--- src/rtl/xorn.sv ---
// Generic N-input XOR reduction; purely combinational.
module xorn #(
  parameter int N = 2
) (
  input  logic [N-1:0] in,
  output logic         out
);

  assign out = ^in;

endmodule

--- src/rtl/serial_parity_rx.sv ---
// Bit-serial frame receiver: N data bits LSB first, then one parity bit.
// Strobes the assembled word and a parity-error flag the cycle after the parity bit.
module serial_parity_rx #(
  parameter int N   = 8,
  parameter int ODD = 0
) (
  input  logic         clk,
  input  logic         rst,
  input  logic         clr,
  input  logic         in_bit,
  input  logic         in_valid,
  output logic [N-1:0] out_data,
  output logic         out_err,
  output logic         out_valid,
  output logic         busy
);

  localparam int CW = $clog2(N + 1);

  logic [N-1:0]  shift;
  logic [CW-1:0] cnt;
  logic          p;

  // The parity bit is still on in_bit when it is folded in with the data.
  xorn #(.N(N + 1)) u_xorn (
    .in  ({in_bit, shift}),
    .out (p)
  );

  assign busy = (cnt != '0);

  always_ff @(posedge clk or posedge rst) begin
    if (rst) begin
      shift     <= '0;
      cnt       <= '0;
      out_data  <= '0;
      out_err   <= 1'b0;
      out_valid <= 1'b0;
    end else begin
      out_valid <= 1'b0;
      if (clr) begin
        shift <= '0;
        cnt   <= '0;
      end else if (in_valid) begin
        if (cnt == CW'(N)) begin
          out_data  <= shift;
          out_err   <= p ^ 1'(ODD);
          out_valid <= 1'b1;
          cnt       <= '0;
        end else begin
          shift <= {in_bit, shift[N-1:1]};
          cnt   <= cnt + CW'(1);
        end
      end
    end
  end

endmodule
--- config.mk ---
export PLATFORM = sky130hd
export DESIGN_NAME = serial_parity_rx
export DESIGN_NICKNAME = d
export VERILOG_FILES = /design/src/rtl/xorn.sv /design/src/rtl/serial_parity_rx.sv
export SDC_FILE = /design/constraint.sdc
export NUM_CORES = 1
export LEC_CHECK = 0
export ABC_AREA = 1
export CORE_ASPECT_RATIO = 0.6
export CORE_MARGIN = 4
export CORE_UTILIZATION = 35
export CTS_CLUSTER_DIAMETER = 120
export DETAILED_ROUTE_END_ITERATION = 16
export SYNTH_ARGS = -nofsm -noshare
export SYNTH_HDL_FRONTEND = slang
export SYNTH_HIERARCHICAL = 1
export SYNTH_SLANG_ARGS = --single-unit
--- constraint.sdc ---
create_clock -name clk -period 2.1 [get_ports clk]
set_input_delay 0.21 -clock clk [delete_from_list [all_inputs] [get_ports clk]]
set_output_delay 0.21 -clock clk [all_outputs]
set_load 0.02 [all_outputs]
==> results_dict.tcl <==
set metrics [dict create \
    syn_area_sq_mm 0.00111 \
    grt.overflow.total 0 \
    maxSlewViolCount 0 \
    period_needed_ns 1.91 \
    clk_pin_slew_ns 0.08 \
    synthTopCellsByCount "nand2_1, dfrtp_1, inv_1, nand3_1, nand2_2" \
    root_buffer "clkbuf_8" \
    power_density_mw_per_mm2 649 \
    antenna_found_initial 0 \
    netSwitchingFraction_pct 21.1 \
    grt_pass1_vias 839 \
    drtIter0Drc 23 \
    pin_count 16 \
    routabilityCongestion 0.761 \
    finalWorstSetupSlack_ns 0.186 \
    fin_worst_skew_ns 0.00554 \
    die_area_sq_mm 0.00415 \
    fin_area_sq_mm 0.00139 \
    fp-row-count 15 \
    cp-end-kind "primary output" \
    cap_violations 0 \
    seqPwrFrac_pct 48.5 \
    worstPathArrival_ns 1.70 \
    cts_tree "yes" \
    n_fill_cell 309 \
    post-place-ws_ns 0.474 \
    synth_most_common_cell "nand2_1" \
    area_growth_syn_to_layout_pct 25.5 \
    cts.hold.buffers_added 0 \
    ant_nets 0 \
    critPathLaunchType "flop" \
    avgSynthCellArea_sq_um 7.68 \
    hold_violations 0 \
    synth-main-ff-cell "dfrtp_1" \
    ys_warn_count 6 \
    yosysTopAreaCell "dfrtp_1" \
    finalCritPeriodShare_pct 91.1 \
    grt_pass1_wl_um 3980 \
    antennaDiodeCount 0 \
    clkPwrFrac_pct 43.5 \
    leakage_uw 0.000753 \
    instances_no_fill 206 \
    cts_buffers 3 \
    whs_ns 0.279 \
    setup_tns_ns 0 \
    grt_util_all_layers_pct 13.0 \
    drive_gt1_share_pct 12.2 \
    synth-edff-count 0 \
    placed_area_sq_mm 0.00132 \
    cts_sinks 22 \
    grt_max_degree 23 \
    dp_hpwl_um 1780 \
    dp.cells 202 \
    status "finished, final reports clean" \
    peakVddDrop_uv 262 \
    slew_headroom_pct 81.3 \
    synth_cell_types 18 \
    post-route-drc-count 0 \
    synth_seq_cells 22 \
    synth_area_leaders "dfrtp_1, nand2_1, nand3_1" \
    cts_resized 0 \
    first_pass_iters 4 \
    core-area_sq_mm 0.00295 \
    path_class "reg -> out" \
    finalNetCount 172 \
    via_per_inst 4.50 \
    hold_path_class "in -> async" \
    cts.htree.levels 1 \
    synth_cells 144 \
    post-cts-setup-buffers 0 \
    fp.dieH_um 51.5 \
    synth_top_area_share_pct 49.8 \
    cp_data_required_time_ns 1.89 \
    seq_area_frac_synth_pct 49.8 \
    setup_viol 0 \
    num_vias 927 \
    clockBufferDepth 2 \
    p_int_uw 710 \
    clk_latency_ns 0.26 \
    worst_pin_slew_ns 0.281 \
    die_x_um 80.6 \
    rsz0062_at_grt "false" \
    synth_fp_nets 151 \
    p_sw_uw 190 \
    max_freq_mhz 522 \
    numPortBuffers 15 \
    crit_fanout 6 \
    comb_power_share_pct 8.0 \
    synth-async-reset-ratio_pct 100 \
    start_util_pct 37.5 \
    wl_per_cell_um 11.1 \
    totalWireLength_um 2280 \
]
placed cells by master, fill, tap and decap left out:
master and count:
nand2_4 1, clkdlybuf4s50_1 15, buf_4 1, ha_1 2, nor2_2 1, nand2_2 6
a22o_1 1, nand3_1 13, inv_1 14, clkinv_4 1, bufinv_16 1, xnor2_1 1
nand2_1 71, o21ai_0 2, inv_2 4, xor2_1 1, clkbuf_8 3, nand3_2 1
nand4_1 1, nor2_4 1, nor2_1 1, dfrtp_1 22
path summary, 6_finish.rpt:
kind	startpoint	to	slack [ns]	cells after the start
setup / recovery	cnt[0]$_DFFE_PP0P_	busy	0.19	4
hold / removal	rst	out_data[0]$_DFFE_PP0P_	0.28	3
setup reg to reg	cnt[0]$_DFFE_PP0P_	out_data[7]$_DFFE_PP0P_	0.73	8
hold reg to reg	out_data[7]$_DFFE_PP0P_	out_data[7]$_DFFE_PP0P_	0.49	2
max in group asynchronous	rst	shift[2]$_DFFE_PP0P_	1.59	3
min in group clk	out_data[7]$_DFFE_PP0P_	out_data[7]$_DFFE_PP0P_	0.49	2
through the flow:
step                util [%]  power, uW
CTS                     47.1        910
finish                  47.1        900
floorplan                  -        487
global route            47.1        937
global placement        44.7        514
detailed placement      44.7        518
critical path, cell delays in order (launching register included):
cell and delay (ns):
dfrtp_1 0.42, inv_1 0.09, ha_1 0.24, nand3_1 0.09, clkdlybuf4s50_1 0.60
routing by layer:
metal	track usage (%)	wire, um
met4	5.06	44
met2	17.0	839
met5	0	0
met1	19.0	1270
met3	4.67	127
cell families (layout without fill, tap and decap cells):
kind of cell / count (synthesis) / count (layout) / synth area share, %
xor gates and xnor gates: 2 / 2 / 1.58
and+or+nand+nor: 96 / 96 / 37.8
buffers and inverters: 19 / 39 / 6.90
adders and majority gates: 2 / 2 / 2.26
AOI/OAI and AO/OA: 3 / 3 / 1.70
DFF: 22 / 22 / 49.8
flip-flops by register name, indices dropped and copies added, names as in the netlist:
register / count
shift: 8
out_data: 8
cnt: 4
out_err: 1
out_valid: 1
final cells by class:
type                            instances  area, sq um  area share (%)
Multi-Input combinational cell        103          479            34.5
Tap cell                               42         52.6            3.79
Timing Repair Buffer                   16          158            11.4
Sequential cell                        22          551            39.7
Clock inverter                          1         30.0            2.16
Clock buffer                            3         41.3            2.98
Inverter                               19         76.3            5.50
power by group through the flow:
stage               registers, uW  logic (uW)  clock network, uW
detailed placement            445        73.2                  0
finish                        436        72.0                392
CTS                           436        73.3                400
global placement              444        69.3                  0
global route                  438        80.7                418
floorplan                     443        43.9                  0
Note: power is estimated with default switching activity, not from simulation.
